$ cat config.mk
export PLATFORM = sky130hd
export DESIGN_NAME = lsu_mem_access
export DESIGN_NICKNAME = d
export VERILOG_FILES = /design/src/rtl/lsu_mem_access.sv
export SDC_FILE = /design/constraint.sdc
export NUM_CORES = 1
export LEC_CHECK = 0
export ABC_CLOCK_PERIOD_IN_PS = 3600
export CAP_MARGIN = 20
export CORE_ASPECT_RATIO = 0.8
export CORE_MARGIN = 2
export CORE_UTILIZATION = 50
export CTS_CLUSTER_DIAMETER = 150
export CTS_CLUSTER_SIZE = 28
export DETAILED_ROUTE_END_ITERATION = 8
export PLACE_DENSITY = 0.84
export REMOVE_ABC_BUFFERS = 1
export SLEW_MARGIN = 5
export SYNTH_ARGS = -nofsm -noshare
export SYNTH_HDL_FRONTEND = slang
export SYNTH_SLANG_ARGS = --single-unit
$ cat constraint.sdc
create_clock -name clock -period 3.6 [get_ports clock]
set_clock_uncertainty 0.1 [all_clocks]
set_input_delay 0.36 -clock clock [delete_from_list [all_inputs] [get_ports clock]]
set_output_delay 0.36 -clock clock [all_outputs]
set_load 0.03 [all_outputs]
$ cat src/rtl/lsu_mem_access.sv
// Load/store unit in front of a word-only data memory.
// Sub-word stores are done as read-modify-write; loads return extended lane data.
module lsu_mem_access #(
  parameter int ADDR_W = 32,
  parameter int DATA_W = 32
) (
  input  logic              clock,
  input  logic              reset,
  input  logic              req_valid,
  output logic              req_ready,
  input  logic              req_we,
  input  logic [1:0]        req_size,
  input  logic              req_signed,
  input  logic [ADDR_W-1:0] req_addr,
  input  logic [DATA_W-1:0] req_wdata,
  output logic              resp_valid,
  output logic [DATA_W-1:0] resp_rdata,
  output logic              resp_err,
  output logic              mwr,
  output logic              moe,
  output logic [ADDR_W-1:0] ma,
  output logic [DATA_W-1:0] mwd,
  input  logic [DATA_W-1:0] mrd
);

  localparam logic [2:0] S_IDLE   = 3'd0;
  localparam logic [2:0] S_LOAD   = 3'd1;
  localparam logic [2:0] S_RMW_RD = 3'd2;
  localparam logic [2:0] S_STORE  = 3'd3;
  localparam logic [2:0] S_DONE   = 3'd4;

  logic [2:0]        state_q, state_d;
  logic [1:0]        size_q, size_d;
  logic              sgn_q, sgn_d;
  logic [ADDR_W-1:0] addr_q, addr_d;
  logic [DATA_W-1:0] wdata_q, wdata_d;
  logic [DATA_W-1:0] wbuf_q, wbuf_d;
  logic [DATA_W-1:0] rdata_q, rdata_d;
  logic              err_q, err_d;

  logic              bad_req;
  logic [4:0]        lsh;
  logic [DATA_W-1:0] lane, mask, merged, load_val;

  assign bad_req = (req_size == 2'b11) ||
                   (req_size == 2'b01 && req_addr[0]) ||
                   (req_size == 2'b10 && req_addr[1:0] != 2'b00);

  // Lane position: byte offset for bytes, halfword offset for halves.
  always_comb begin
    lsh    = (size_q == 2'b00) ? {addr_q[1:0], 3'b000} : {addr_q[1], 4'b0000};
    mask   = ((size_q == 2'b00) ? 32'h0000_00FF : 32'h0000_FFFF) << lsh;
    merged = (mrd & ~mask) | ((wdata_q << lsh) & mask);
    lane   = mrd >> lsh;
    case (size_q)
      2'b00:   load_val = {{(DATA_W-8){sgn_q & lane[7]}}, lane[7:0]};
      2'b01:   load_val = {{(DATA_W-16){sgn_q & lane[15]}}, lane[15:0]};
      default: load_val = mrd;
    endcase
  end

  always_comb begin
    state_d = state_q;
    size_d  = size_q;
    sgn_d   = sgn_q;
    addr_d  = addr_q;
    wdata_d = wdata_q;
    wbuf_d  = wbuf_q;
    rdata_d = rdata_q;
    err_d   = err_q;
    case (state_q)
      S_IDLE: begin
        if (req_valid) begin
          size_d  = req_size;
          sgn_d   = req_signed;
          addr_d  = req_addr;
          wdata_d = req_wdata;
          if (bad_req) begin
            state_d = S_DONE;
            rdata_d = '0;
            err_d   = 1'b1;
          end else if (!req_we) begin
            state_d = S_LOAD;
          end else if (req_size == 2'b10) begin
            state_d = S_STORE;
            wbuf_d  = req_wdata;
          end else begin
            state_d = S_RMW_RD;
          end
        end
      end
      S_LOAD: begin
        rdata_d = load_val;
        err_d   = 1'b0;
        state_d = S_DONE;
      end
      S_RMW_RD: begin
        wbuf_d  = merged;
        state_d = S_STORE;
      end
      S_STORE: begin
        rdata_d = '0;
        err_d   = 1'b0;
        state_d = S_DONE;
      end
      S_DONE:  state_d = S_IDLE;
      default: state_d = S_IDLE;
    endcase
  end

  // Memory-side strobes come from state only, so a reset kills mwr at once.
  always_comb begin
    req_ready  = (state_q == S_IDLE);
    resp_valid = (state_q == S_DONE);
    moe        = (state_q == S_LOAD) || (state_q == S_RMW_RD);
    mwr        = (state_q == S_STORE);
    ma         = (moe || mwr) ? {addr_q[ADDR_W-1:2], 2'b00} : '0;
    mwd        = mwr ? wbuf_q : '0;
    resp_rdata = rdata_q;
    resp_err   = err_q;
  end

  always_ff @(posedge clock or negedge reset) begin
    if (!reset) begin
      state_q <= S_IDLE;
      size_q  <= '0;
      sgn_q   <= 1'b0;
      addr_q  <= '0;
      wdata_q <= '0;
      wbuf_q  <= '0;
      rdata_q <= '0;
      err_q   <= 1'b0;
    end else begin
      state_q <= state_d;
      size_q  <= size_d;
      sgn_q   <= sgn_d;
      addr_q  <= addr_d;
      wdata_q <= wdata_d;
      wbuf_q  <= wbuf_d;
      rdata_q <= rdata_d;
      err_q   <= err_d;
    end
  end

endmodule

==> results of run 1 <==
==> cell usage after synthesis (6+ instances only) <==
cell type    n
dfrtp_1    119
mux2i_1    111
o21ai_0     61
mux2_2      59
nand2_1     43
clkbuf_1    34
and2_1      32
and3_1      32
a21oi_1      9
nor2_1       9
a22oi_1      7
inv_1        6
==> kinds of logic after synthesis <==
logic type             after synthesis
muxes                              171
AOI/OAI and AO/OA                   87
and+or+nand+nor                    129
other                                1
buffers and inverters               51
DFF                                119
==> state kept, by name, summed over array words and instances (netlist names) <==
| name | count |
|---|---|
| wbuf_q | 32 |
| state_q | 3 |
| resp_rdata | 32 |
| size_q | 2 |
| addr_q | 32 |
| resp_err | 1 |
| sgn_q | 1 |
| wdata_q | 16 |
==> worst max-delay path by stage <==
stage	start	endpoint	slack (ns)	cells past startpoint
finish	state_q[0]$_DFFE_PN0P_	mwd[31]	0.41	5
global route	state_q[1]$_DFFE_PN0P_	ma[5]	0.25	5
CTS	state_q[0]$_DFFE_PN0P_	mwd[31]	0.42	5
detailed placement	req_size[0]	wbuf_q[28]$_DFFE_PN0P_	0.80	6
global placement	state_q[2]$_DFFE_PN0P_	mwd[31]	0.86	4
floorplan	size_q[1]$_DFFE_PN0P_	resp_rdata[16]$_DFFE_PN0P_	-0.21	4
==> cell usage in the layout, fill, tap and decap left out, types with 4 or more instances in the layout <==
cell type and instances:
clkinv_2 4, clkbuf_16 17, mux2_2 59, and2_1 32, a22oi_1 7, nand2_1 42
mux2i_1 111, clkdlybuf4s50_1 200, clkbuf_1 5, nor2_1 7, a21oi_1 9, buf_4 15
o21ai_0 61, and3_1 32, inv_1 6, dfrtp_1 119
==> layout make-up <==
cell class	instances	area [um^2]	share of cell area, %
Clock buffer	23	458	5.12
Clock inverter	9	125	1.40
Inverter	6	22.5	0.252
Multi-Input combinational cell	389	3020	33.8
Sequential cell	119	2980	33.3
Tap cell	152	190	2.13
Timing Repair Buffer	217	2140	24.0
==> metrics by stage <==
step | setup TNS [ns] | utilization (%) | instances | power, mW | worst slack (ns)
3_3_place_gp | 0 | 68.9 | 882 | 6.40 | 0.862
4_1_cts | 0 | 73.8 | 915 | 8.28 | 0.420
5_1_grt | 0 | 73.8 | 915 | 8.72 | 0.246
3_5_place_dp | 0 | 68.9 | 882 | 6.55 | 0.805
6_report | 0 | 73.8 | 915 | 8.29 | 0.406
2_1_floorplan | -3.34 | - | 514 | 4.92 | -0.213
==> power by group <==
group          switching (mW)  internal (mW)
Clock                   0.588           1.10
Sequential              0.486           1.99
Combinational            2.31           1.82
Total                    3.38           4.91
==> routing by layer <==
metal	vias to the layer above	track usage [%]	share of wire, %	wire [um]
met5	-	0	0	0
met1	2577	38.2	42	7890
met4	0	11.7	2.6	488
met3	50	7.25	8.3	1580
met2	264	45.2	47	8980
li1	2366	-	-	-
==> repair_timing <==
| action | in CTS | in global routing |
|---|---|---|
| hold buffers | 1 | 0 |
| endpoints found under the hold margin | 50 | 0 |
| endpoints found under the setup margin | 0 | 0 |
| gates resized for setup | 0 | 0 |
==> critical path: cells and delay by family (launching register included) <==
kind / cells / cell delay, ns
flops: 1 / 0.41
simple gates: 2 / 0.75
buf+inv: 3 / 1.13
==> results_dict.tcl, run 1 <==
set metrics [dict create \
    ys_seq_elements 119 \
    areaGrowthSynthToFinish_pct 44.6 \
    synth_edf_count 0 \
    crit_type "reg -> out" \
    vdd_drop_max_mv 0.953 \
    post_drt_wl_per_cell_um 20.7 \
    cts_root_buf "clkbuf_16" \
    drive_gt1_share_pct 14.7 \
    grt_start_max_net_pins 70 \
    synth-seq-area-share_pct 48.2 \
    drc 0 \
    post-cts-setup-buffers 0 \
    synth_xor_area_share_pct 0 \
    antennaDiodeCount 0 \
    synth-async-reset-ratio_pct 100 \
    status "finished clean" \
    gr-usage-all-layers_pct 28.6 \
    layout_min_cycle_time_ns 3.19 \
    worst_pin_slew_ns 0.853 \
    grt_overflow 0 \
    cts.sinks 119 \
    relSlewSlack_pct 43.2 \
    synth-adder-area-share_pct 0 \
    first_pass_iters 5 \
    drtIter0Drc 362 \
    die-area_um2 13300 \
    cts_max_path_buffers 2 \
    synth_cells 558 \
    synth_compound_area_share_pct 8.04 \
    die_w_um 128 \
    fp.coreArea_um2 12100 \
    ys.flop_type "dfrtp_1" \
    synth_top_family_by_area "multiplexers" \
    rsz0062_at_grt "no" \
    synth_area_leaders "dfrtp_1 (48%), mux2i_1 (18%), mux2_2 (11%)" \
    crit_path_top_delay_cell "clkdlybuf4s50_1" \
    ioPinCount 204 \
    synth_cell_types 36 \
    hold_start "resp_rdata[23]$_DFFE_PN0P_" \
    grt_pass1_wl_um 28700 \
    min_path_type "reg -> reg" \
    cp_data_required_time_ns 3.14 \
    start_kind "flip-flop" \
    slew_viol_final 0 \
    num-nets-final 853 \
    leakagePower_nw 4.22 \
    cts_tree "yes" \
    crit_path_max_incr_delay_ns 0.67 \
    setup_viol 0 \
    vias_per_cell 5.75 \
    reg2reg_to "resp_rdata[7]$_DFFE_PN0P_" \
    worst_r2r_path_depth 5 \
    antenna_found_initial 0 \
    routed_wl_um 18900 \
    clk_pin_slew_worst_paths_ns 0.05 \
    fin_area_um2 8940 \
    crit_path_max_fanout 19 \
    syn_avg_cell_area_um2 11.1 \
    fmax_mhz 313 \
    insertion_delay_ns 0.41 \
    syn_area_um2 6180 \
    hold_end "resp_rdata[23]$_DFFE_PN0P_" \
    p_per_area_nw_per_um2 928 \
    whs_ns 0.386 \
    nFillCells 817 \
    io_buffers 201 \
    via_count 5257 \
    hpwl_um 13100 \
    ff2ff_setup_slack_ns 0.97 \
    yosysWarnings 0 \
    synthDominantCellAreaShare_pct 48.2 \
    gp_congestion 0.830 \
    antenna_left 0 \
    yosys.area_share.simple_pct 11.0 \
    min_path_cells 2 \
    hold_viol 0 \
    path_cells "inv_1 -> nor2_2 -> buf_4 -> and3_1 -> clkdlybuf4s50_1" \
    numCtsBuffers 17 \
    synthMuxAreaShare_pct 29.1 \
    worst_setup_path_end_kind "output port" \
    cp.arrival_ns 2.73 \
    row_count 36 \
    place_area_um2 8340 \
    regToRegStartpoint "state_q[1]$_DFFE_PN0P_" \
    grt_pass1_vias 5359 \
    max_cap_violations 0 \
    min_period_over_period_pct 88.7 \
    fp.dieH_um 103 \
    htreeDepth 4 \
    synth_largest_area_cell "dfrtp_1" \
    start_util_pct 51.0 \
]
(Power assumes the default switching activity.)
==> inputs of run 2 (changes only) <==
Settings changed: CORE_ASPECT_RATIO 0.8 to unset, PLACE_DENSITY 0.84 to 0.91.
==> run 2 against run 1 <==
  * Core utilization grew 0.92 points
  * Design area is 0.78% higher
  * Die area about the same
  * Critical endpoint unchanged
==> results_dict.tcl, run 2 (synthesis gave the netlist of run 1 again) <==
set metrics [dict create \
    leakagePower_nw 4.25 \
    place_area_um2 8360 \
    grt_start_max_net_pins 85 \
    first_pass_iters 5 \
    via_count 5329 \
    status "finished clean" \
    antenna_left 0 \
    grt_pass1_vias 5617 \
    clk_pin_slew_worst_paths_ns 0.06 \
    start_kind "flip-flop" \
    num-nets-final 855 \
    drive_gt1_share_pct 15.2 \
    routed_wl_um 19600 \
    io_buffers 201 \
    power_mw 8.39 \
    p_sw_share_pct 40.8 \
    nFillCells 768 \
    numCtsBuffers 17 \
    fp.dieH_um 115 \
    worst_pin_slew_ns 0.955 \
    place_ws_ns 0.786 \
    min_path_type "in -> async" \
    insertion_delay_ns 0.42 \
    vias_per_cell 5.71 \
    p_per_area_nw_per_um2 931 \
    worst_r2r_path_depth 4 \
    regToRegStartpoint "size_q[1]$_DFFE_PN0P_" \
    gp_congestion 0.837 \
    reg2reg_to "resp_rdata[16]$_DFFE_PN0P_" \
    fin_area_um2 9010 \
    hpwl_um 13400 \
    rsz0062_at_grt "no" \
    cp_data_required_time_ns 3.14 \
    gr-usage-all-layers_pct 30.8 \
    cts.sinks 119 \
    worst_setup_path_end_kind "output port" \
    fmax_mhz 310 \
    ff2ff_setup_slack_ns 0.80 \
    post_drt_wl_per_cell_um 21.0 \
    grt_overflow 0 \
    slew_viol_final 0 \
    p_switching_mw 3.42 \
    cts_root_buf "clkbuf_16" \
    fp.coreArea_um2 12100 \
    ioPinCount 204 \
    cp.arrival_ns 2.77 \
    pwr-share-seq_pct 29.5 \
    min_period_over_period_pct 89.7 \
    die_w_um 115 \
    post-cts-setup-buffers 0 \
    finalWorstSetupSlack_ns 0.370 \
    vdd_drop_max_mv 0.562 \
    clkPwrFrac_pct 20.8 \
    layout_min_cycle_time_ns 3.23 \
    register_area_um2 2980 \
    relSlewSlack_pct 36.2 \
    final_common_cell "clkdlybuf4s50_1" \
    cts_tree "yes" \
    grt_pass1_wl_um 30700 \
    antenna_found_initial 1 \
    crit_type "reg -> out" \
    layout_common_cells "clkdlybuf4s50_1 (200), dfrtp_1 (119), mux2i_1 (111)" \
    whs_ns 0.244 \
    setup_viol 0 \
    die-area_um2 13300 \
    start_util_pct 51.2 \
    htreeDepth 4 \
    crit_path_max_fanout 18 \
    cts_max_path_buffers 2 \
    row_count 40 \
    drc 0 \
    max_cap_violations 0 \
    drtIter0Drc 318 \
    hold_viol 0 \
    areaGrowthSynthToFinish_pct 45.8 \
    pwr-share-comb_pct 49.7 \
    multi_input_area_um2 3020 \
    intPower_mw 4.97 \
]
run 2: cell type report:
cell class	count	area share [%]
diodes	1	0.0278
clock buffers	23	5.42
clock inverters	8	1.33
inverters	6	0.250
multi-input cells	389	33.5
flip-flops and latches	119	33.1
well taps	168	2.33
repair buffers	219	24.1
run 2: per-stage QoR:
stage               instances  TNS [ns]  util [%]
floorplan                 514     -3.34         -
global placement          899         0      69.3
detailed placement        899         0      69.3
CTS                       930         0      74.3
global route              933         0      74.7
finish                    933         0      74.7
run 2: timing repair:
item,in CTS,in global routing
gates resized for setup,0,0
hold buffers,0,1
endpoints found under the hold margin,0,16
run 2: power by group through the flow:
stage | Sequential (mW) | Combinational (mW) | Clock, mW
2_1_floorplan | 2.61 | 2.31 | 0
3_3_place_gp | 2.42 | 3.99 | 0
3_5_place_dp | 2.47 | 4.11 | 0
4_1_cts | 2.47 | 4.15 | 1.76
5_1_grt | 2.55 | 4.45 | 1.83
6_report | 2.48 | 4.17 | 1.75
run 2: critical path: stages (launching register included):
cell and delay [ns]:
dfrtp_1 0.41, inv_1 0.14, nor2_2 0.59, buf_4 0.34, and3_1 0.19, clkdlybuf4s50_1 0.68
run 2: how the worst max path moves through the flow:
stage	start	to	slack, ns	cells past startpoint
6_report	state_q[0]$_DFFE_PN0P_	mwd[31]	0.37	5
5_1_grt	state_q[0]$_DFFE_PN0P_	mwd[11]	0.22	5
4_1_cts	state_q[0]$_DFFE_PN0P_	mwd[25]	0.39	5
3_5_place_dp	req_size[0]	wbuf_q[26]$_DFFE_PN0P_	0.79	6
3_3_place_gp	req_size[0]	wbuf_q[27]$_DFFE_PN0P_	0.88	6
2_1_floorplan	size_q[1]$_DFFE_PN0P_	resp_rdata[16]$_DFFE_PN0P_	-0.21	4
run 2: metal layers:
layer  vias up  wire (um)  GRT usage, %
li1       2372          -             -
met1      2583       7270          36.4
met2       316       9700          51.2
met3        58       1990          11.8
met4         0        588          11.5
met5         -          0             0
